### src/rtl/klp32_boot_loader.sv
// Boot loader for KLP32V1: unpacks a length-prefixed byte stream into 32-bit little-endian
// instruction-memory writes and holds the core in reset until the whole program is stored.
module klp32_boot_loader #(
    parameter int unsigned IMEM_DEPTH = 256,
    parameter int unsigned ADDR_W     = 8
) (
    input  logic              clk,
    input  logic              reset,
    input  logic [7:0]        i_rx_data,
    input  logic              i_rx_valid,
    output logic              o_rx_ready,
    output logic              o_imem_we,
    output logic [ADDR_W-1:0] o_imem_addr,
    output logic [31:0]       o_imem_wdata,
    output logic              o_core_reset,
    output logic              o_done,
    output logic              o_error
);

    typedef enum logic [2:0] {
        StHdrLo,
        StHdrHi,
        StData,
        StFlush,
        StDone,
        StError
    } state_e;

    state_e            stateQ, stateD;
    logic [15:0]       countQ, countD;
    logic [15:0]       wordCntQ, wordCntD;
    logic [1:0]        laneQ, laneD;
    logic [23:0]       bufQ, bufD;
    logic              weQ, weD;
    logic [ADDR_W-1:0] addrQ, addrD;
    logic [31:0]       wdataQ, wdataD;
    logic [15:0]       fullCount;
    logic              accept;

    always_ff @(posedge clk or posedge reset) begin
        if (reset) begin
            stateQ   <= StHdrLo;
            countQ   <= '0;
            wordCntQ <= '0;
            laneQ    <= '0;
            bufQ     <= '0;
            weQ      <= 1'b0;
            addrQ    <= '0;
            wdataQ   <= '0;
        end else begin
            stateQ   <= stateD;
            countQ   <= countD;
            wordCntQ <= wordCntD;
            laneQ    <= laneD;
            bufQ     <= bufD;
            weQ      <= weD;
            addrQ    <= addrD;
            wdataQ   <= wdataD;
        end
    end

    always_comb begin
        stateD    = stateQ;
        countD    = countQ;
        wordCntD  = wordCntQ;
        laneD     = laneQ;
        bufD      = bufQ;
        weD       = 1'b0;
        addrD     = addrQ;
        wdataD    = wdataQ;
        fullCount = {i_rx_data, countQ[7:0]};
        accept    = i_rx_valid && o_rx_ready;

        case (stateQ)
            StHdrLo: begin
                if (accept) begin
                    countD[7:0] = i_rx_data;
                    stateD      = StHdrHi;
                end
            end
            StHdrHi: begin
                if (accept) begin
                    countD[15:8] = i_rx_data;
                    if (fullCount == 16'd0) begin
                        stateD = StDone;
                    end else if ({16'd0, fullCount} > IMEM_DEPTH) begin
                        stateD = StError;
                    end else begin
                        stateD = StData;
                    end
                end
            end
            StData: begin
                if (accept) begin
                    if (laneQ == 2'd3) begin
                        weD      = 1'b1;
                        addrD    = wordCntQ[ADDR_W-1:0];
                        wdataD   = {i_rx_data, bufQ};
                        wordCntD = wordCntQ + 16'd1;
                        laneD    = 2'd0;
                        // Last word: the strobe still fires next cycle while input is closed.
                        if (wordCntQ == countQ - 16'd1) begin
                            stateD = StFlush;
                        end
                    end else begin
                        laneD = laneQ + 2'd1;
                        case (laneQ)
                            2'd0:    bufD[7:0]   = i_rx_data;
                            2'd1:    bufD[15:8]  = i_rx_data;
                            default: bufD[23:16] = i_rx_data;
                        endcase
                    end
                end
            end
            StFlush: stateD = StDone;
            default: stateD = stateQ;
        endcase
    end

    assign o_rx_ready   = (stateQ == StHdrLo) || (stateQ == StHdrHi) || (stateQ == StData);
    assign o_imem_we    = weQ;
    assign o_imem_addr  = addrQ;
    assign o_imem_wdata = wdataQ;
    assign o_core_reset = (stateQ != StDone);
    assign o_done       = (stateQ == StDone);
    assign o_error      = (stateQ == StError);

endmodule

### config.mk
export PLATFORM = sky130hd
export DESIGN_NAME = klp32_boot_loader
export DESIGN_NICKNAME = d
export VERILOG_FILES = /design/src/rtl/klp32_boot_loader.sv
export SDC_FILE = /design/constraint.sdc
export NUM_CORES = 1
export LEC_CHECK = 0
export ABC_CLOCK_PERIOD_IN_PS = 9300
export BUFFER_PORTS_ARGS = -buffer_cell sky130_fd_sc_hd__buf_2
export CORE_UTILIZATION = 60
export DETAILED_ROUTE_END_ITERATION = 8
export PLACE_DENSITY = 0.88
export SLEW_MARGIN = 20
export SYNTH_ARGS = -nofsm -noshare
export SYNTH_HDL_FRONTEND = slang
export SYNTH_SLANG_ARGS = --single-unit
### constraint.sdc
create_clock -name clk -period 9.3 [get_ports clk]
set_input_delay 0.93 -clock clk [delete_from_list [all_inputs] [get_ports clk]]
set_output_delay 0.93 -clock clk [all_outputs]
set_load 0.02 [all_outputs]
==> impl_metrics.yaml, run 1 <==
status:
  run_status: "finished clean"
cells_and_area:
  nets: 423
  post_route_cells_drive_above_1_share_pct: 35.61
  register_area_um2: 2552
  diodes: 0
  mostFrequentLayoutCell: "sky130_fd_sc_hd__dfrtp_1"
  finalNonFillerCells: 509
  area.growth.synth_to_final_pct: 13.29
  num-fill-cells: 539
  finalCoreUtilization_pct: 70.66
  multi_input_logic_area_um2: 1933
  commonest_cells_after_routing_fill_and_taps_aside: "102 x sky130_fd_sc_hd__dfrtp_1, 65 x sky130_fd_sc_hd__mux2_2, 55 x sky130_fd_sc_hd__buf_2"
sta:
  final.period_utilization_pct: 24.79
  hold_ws_ns: 0.4880
  timing.final.max_slew_violations: 0
  timing.fmax_mhz: 433.7
  slew_headroom_pct: 40.25
  setup_repair_after_global_routing_missed_its_margin: "no"
  final-setup-viol-count: 0
  fin_tns_setup_ns: 0
  clock_skews_ns: 0.01287
  worst_slew_pin_slew_ns: 0.8895
  min_period_ns: 2.306
  finalHoldViolations: 0
global_routing:
  first_pass_grt_wire_length_um: 14800
  via_count_of_the_first_global_routing_pass: 3055
  initial_antenna_violation_count: 0
  grt_most_used_layer: "met2"
  met3_grt_util_pct: 6.279
  grt_max_degree: 56
  gr-usage-all-layers_pct: 25.24
  grt.met2_usage_pct: 40.70
  globalRoute.totalOverflow: 0
  globalRouteMet1Util_pct: 33.29
critical_path:
  start_kind: "register"
  cp_max_fo: 10
  critPathCaptureType: "output pin"
  timing.critical_path.arrival_ns: 1.38
  crit_required_ns: 8.37
  critPathKind: "register to output pin"
yosys:
  ys_seq_elements: 102
  synthArstFlopShare_pct: 100.0
  syn-num-nets: 363
  synth_edf_count: 0
  yosysWarnings: 0
  synth_sequential_area_ratio_pct: 56.12
  syn-instance-count: 346
  synth.distinct_cells: 44
  most_used_flip_flop_cell_after_synthesis: "sky130_fd_sc_hd__dfrtp_1"
  netlist_area_um2: 4548
  avgSynthCellArea_um2: 13.14
routing:
  detail_route.iter0.violations: 180
  detail_route.first_pass.iterations: 4
  drt_wl_total_um: 8960
  vias: 2993
  final_antenna_net_count: 0
  route.detailed.drc: 0
  viasPerCell: 5.880
  avgRoutedWirePerCell_um: 17.60
placement:
  globalplace.congestion: 0.8042
  number_of_instances_in_the_placed_design: 494
  port_buffers: 55
  hpwl_um: 6179
die:
  rows: 31
  design.die.area_um2: 7933
  start_util_pct: 62.37
  die-height_um: 89.07
  floorplan.core_area_um2: 7292
  design.portCount: 56
  chipWidth_um: 89.07
power:
  max-vdd-ir-drop_mv: 0.1815
  power-per-cell-area_nw_per_um2: 251.6
  total_leakage_power_uw: 0.002549
clock_tree:
  worst_setup_hold_path_clk_slew_ns: 0.09
  clkSinkCount: 102
  clock_tree_from_tritoncts: "built"
  ctsHtreeMaxLevel: 3
  clock-root-buffer: "sky130_fd_sc_hd__clkbuf_8"
  cts_setup_buffers: 0
  ctsLongestPathBuffers: 2
  ctsHoldBuffers: 0
  cts-buffers-inserted: 9
  clkLatencyLatePin_ns: 0.37
  cts_resized: 0
job:
  max_cap_viol_count: 0
worst_hold_path:
  holdCritPathClass: "register to register"
## critical path, cell delays in order (launching register included)
cell	delay [ns]
sky130_fd_sc_hd__dfrtp_1	0.56
sky130_fd_sc_hd__inv_1	0.13
sky130_fd_sc_hd__and3_1	0.18
sky130_fd_sc_hd__buf_2	0.15
## stage by stage
stage,area [um^2],power [uW],setup WS [ns]
CTS,5152,1300,7.000
detailed placement,4936,997.3,6.773
finish,5152,1296,6.994
floorplan,4548,880.5,5.695
global route,5152,1368,6.779
global placement,4936,969.6,6.801
## cell usage after synthesis, types with 2 or more instances
library cell	instances	area, um^2
sky130_fd_sc_hd__inv_1	9	33.78
sky130_fd_sc_hd__nor4_1	2	12.51
sky130_fd_sc_hd__nand2b_1	4	25.02
sky130_fd_sc_hd__a21oi_1	4	20.02
sky130_fd_sc_hd__xnor2_1	25	219.0
sky130_fd_sc_hd__nor2_1	12	45.04
sky130_fd_sc_hd__nand2_1	14	52.55
sky130_fd_sc_hd__o21ai_0	8	40.04
sky130_fd_sc_hd__o31ai_1	2	15.01
sky130_fd_sc_hd__a22oi_1	2	15.01
sky130_fd_sc_hd__nand3b_1	2	15.01
sky130_fd_sc_hd__clkbuf_1	3	11.26
sky130_fd_sc_hd__nor3_2	2	20.02
sky130_fd_sc_hd__nor3_1	3	15.01
sky130_fd_sc_hd__mux2_1	16	180.2
sky130_fd_sc_hd__and3_1	5	31.28
sky130_fd_sc_hd__xor2_1	11	96.34
sky130_fd_sc_hd__dfrtp_1	102	2552
sky130_fd_sc_hd__ha_1	6	75.07
sky130_fd_sc_hd__buf_2	5	25.02
sky130_fd_sc_hd__a31oi_1	2	12.51
sky130_fd_sc_hd__mux2_2	65	732.0
sky130_fd_sc_hd__or3_1	2	12.51
sky130_fd_sc_hd__or4_1	2	15.01
sky130_fd_sc_hd__nand4_1	7	43.79
sky130_fd_sc_hd__nor3b_1	2	15.01
sky130_fd_sc_hd__nand3_1	11	55.05
sky130_fd_sc_hd__nor4_2	2	25.02
## power by group
part / internal, uW / total (uW) / switching (uW) / leakage [uW]
registers: 545 / 634 / 88.6 / 0.00137
logic: 163 / 356 / 194 / 0.00107
clock network: 153 / 306 / 153 / 0.000108
total: 860 / 1300 / 436 / 0.00255
## layout make-up
class                   instances  area share [%]
flip-flops and latches        102           49.54
multi-input cells             227           37.52
repair buffers                 57           5.634
clock buffers                   9           2.404
well taps                      99           2.404
clock inverters                 6           1.797
inverters                       9          0.7042
## cell families after synthesis
group	after synthesis	share of synthesized area (%)
and+or+nand+nor	77	9.821
muxes	81	20.05
buffers and inverters	17	1.540
xor gates and xnor gates	36	6.933
DFF	102	56.12
AOI/OAI and AO/OA	27	3.879
adders and majority gates	6	1.651
## final timing paths
kind / startpoint / end / slack (ns) / cells after the start
max in group asynchronous: reset / wordCntQ[10] / 7.56 / 3
min in group asynchronous: reset / o_imem_wdata[10] / 0.61 / 2
max reg2reg: countQ[6] / stateQ[0] / 7.04 / 6
min reg2reg: wordCntQ[15] / wordCntQ[15] / 0.49 / 1
max: stateQ[1] / o_error / 6.99 / 3
min: wordCntQ[15] / wordCntQ[15] / 0.49 / 1
## sequential cells by signal (all words and copies together) (netlist names)
name	count
o_imem_wdata	32
bufQ	24
countQ	16
wordCntQ	16
o_imem_addr	8
stateQ	3
laneQ	2
o_imem_we	1
## metal layers
| metal | vias to the layer above | routed length, um |
|---|---|---|
| met3 | 23 | 481 |
| met4 | 0 | 206 |
| met2 | 96 | 4441 |
| met5 | - | 0 |
| li1 | 1356 | - |
| met1 | 1518 | 3830 |
No activity file was read; power rests on OpenSTA's default activity.
==> run 2, diff against run 1 <==
ABC_CLOCK_PERIOD_IN_PS = 2100   (was 9300)
CORE_UTILIZATION = 52   (was 60)
PLACE_DENSITY = 0.81   (was 0.88)
clock period = 2.1 ns   (was 9.3 ns; I/O delays follow)
==> run 2 against run 1 <==
  * The run now ends with negative hold slack left
  * Register-to-register slack got worse by 6.9 ns
  * Die area rose by 15%
  * Largest cell class unchanged
  * Clock skew fell by 0.0025 ns
  * Critical path type is now register to register
  * Critical endpoint is now stateQ[0]
  * Power rose to 4.4 times the previous value
  * Non-clock buffer count rose by 15
  * Largest power group unchanged
==> impl_metrics.yaml, run 2 (same netlist as run 1, synthesis figures left out) <==
power:
  max-vdd-ir-drop_mv: 0.8217
  clock_power_share_pct: 21.2
  internal-power_uw: 3779
  total_leakage_power_uw: 0.002619
  p_seq_share_pct: 48.5
  pwr-share-comb_pct: 30.3
  p_sw_share_pct: 33.84
  power_switching_uw: 1933
  power-per-cell-area_nw_per_um2: 1080
  power.total_uw: 5712
die:
  start_util_pct: 54.53
  design.portCount: 56
  rows: 33
  design.die.area_um2: 9124
  floorplan.core_area_um2: 8341
  chipWidth_um: 95.52
  die-height_um: 95.52
cells_and_area:
  mostFrequentLayoutCell: "sky130_fd_sc_hd__dfrtp_1"
  post_route_cells_drive_above_1_share_pct: 38.82
  nets: 438
  design_area_um2: 5291
  diodes: 0
  commonest_cells_after_routing_fill_and_taps_aside: "102 x sky130_fd_sc_hd__dfrtp_1, 65 x sky130_fd_sc_hd__mux2_2, 55 x sky130_fd_sc_hd__buf_2"
  largest_reg_flops: 32
  area.growth.synth_to_final_pct: 16.34
  finalNonFillerCells: 530
global_routing:
  gr-usage-all-layers_pct: 22.41
  grt_max_degree: 103
  first_pass_grt_wire_length_um: 15080
  initial_antenna_violation_count: 0
  via_count_of_the_first_global_routing_pass: 2947
  globalRoute.totalOverflow: 0
critical_path:
  start_of_the_worst_register_to_register_path: "countQ[0]"
  worst-path-stages: 6
  crit_required_ns: 2.40
  worst_setup_startpoint: "countQ[0]"
  kind_of_cell_adding_the_most_delay_to_the_critical_path: "simple AND/OR/NAND/NOR gates"
  start_kind: "register"
  timing.critical_path.arrival_ns: 2.29
  endpoint_of_the_worst_setup_timing_path: "stateQ[0]"
  critPathBufInv: 0
  worstPathCellList: "or4_4 -> or3_4 -> a22oi_2 -> nor4b_4 -> nand4_1 -> a21oi_1"
  crit-reg2reg-capture: "stateQ[0]"
  slowest_delay_ns: 0.52
  critPathCaptureType: "register"
  worst_path_max_delay_cell: "sky130_fd_sc_hd__or4_4"
  cp_max_fo: 5
  worst-r2r-setup-slack_ns: 0.11
  critPathKind: "register to register"
  reg2reg_depth: 6
clock_tree:
  clock_tree_from_tritoncts: "built"
  ctsLongestPathBuffers: 2
  ctsHoldBuffers: 0
  cts-buffers-inserted: 9
  clock-root-buffer: "sky130_fd_sc_hd__clkbuf_8"
  ctsHtreeMaxLevel: 3
  worst_setup_hold_path_clk_slew_ns: 0.10
  clkSinkCount: 102
  clkLatencyLatePin_ns: 0.37
sta:
  finalHoldViolations: 14
  min_period_ns: 1.995
  final-setup-viol-count: 0
  slew_headroom_pct: 65.33
  final.period_utilization_pct: 94.98
  timing.final.max_slew_violations: 0
  hold_ws_ns: -0.01375
  worst_slew_pin_slew_ns: 0.5200
  timing.fmax_mhz: 501.4
  clock_skews_ns: 0.01033
status:
  run_status: "finished, violations left"
  failing_checks: "negative hold slack"
routing:
  avgRoutedWirePerCell_um: 17.18
  detail_route.first_pass.iterations: 4
  drt_wl_total_um: 9106
  viasPerCell: 5.630
  vias: 2984
  route.detailed.drc: 0
  detail_route.iter0.violations: 125
  final_antenna_net_count: 0
placement:
  hpwl_um: 6239
  number_of_instances_in_the_placed_design: 515
  dpl-instance-area_um2: 5070
  port_buffers: 55
  globalplace.congestion: 0.8329
worst_hold_path:
  holdCritPathClass: "input pin to asynchronous set/reset pin"
job:
  max_cap_viol_count: 0
-- run 2: repair_timing --
| item | in CTS | in global routing |
|---|---|---|
| endpoints found under the hold margin | 0 | 0 |
| setup endpoints to repair | 0 | 1 |
| buffers inserted | 0 | 0 |
| gates resized for setup | 0 | 7 |
-- run 2: layout make-up --
cell class                 instances  area, um^2
clock buffer                      10       127.6
clock inverter                     5       60.06
fill                             635        3049
inverter                           9       37.54
multi-input combinational        227        1967
sequential                       102        2552
tap                              105       131.4
timing repair buffer              72       415.4
-- run 2: stage by stage --
stage               util, %   TNS [ns]  worst slack, ns  hold slack [ns]
finish                63.44          0           0.1054         -0.01375
global route          63.44  -0.008178        -0.008178          0.01838
CTS                   63.04          0          0.06826          0.01419
detailed placement    60.79          0           0.1083           0.4132
global placement      60.79          0           0.1226           0.4019
floorplan                 -          0           0.2106           0.3268
-- run 2: power groups by stage --
stage	sequential (uW)	combinational [uW]	clock [uW]
2_1_floorplan	2890	1010	0
3_3_place_gp	2760	1620	0
3_5_place_dp	2800	1690	0
4_1_cts	2770	1700	1240
5_1_grt	2830	1880	1300
6_report	2770	1730	1210
-- run 2: how the worst min path moves through the flow --
stage | startpoint | endpoint | slack (ns)
2_1_floorplan | i_rx_data[0] | countQ[0] | 0.33
3_3_place_gp | reset | o_imem_wdata[23] | 0.40
3_5_place_dp | reset | o_imem_wdata[18] | 0.41
4_1_cts | reset | countQ[15] | 0.01
5_1_grt | reset | countQ[10] | 0.02
6_report | reset | countQ[15] | -0.01
-- run 2: per-layer routing --
layer | GRT usage (%) | vias up | part of all wire, %
li1 | - | 1386 | -
met4 | 7.463 | 0 | 1.6
met5 | 0 | - | 0
met1 | 30.33 | 1518 | 44
met2 | 35.71 | 68 | 49
met3 | 5.183 | 12 | 4.7
-- run 2: worst reg2reg max path: stages, from the launching register on --
cell and delay (ns):
sky130_fd_sc_hd__dfrtp_1 0.44, sky130_fd_sc_hd__or4_4 0.52, sky130_fd_sc_hd__or3_4 0.33, sky130_fd_sc_hd__a22oi_2 0.17
sky130_fd_sc_hd__nor4b_4 0.20, sky130_fd_sc_hd__nand4_1 0.12, sky130_fd_sc_hd__a21oi_1 0.15
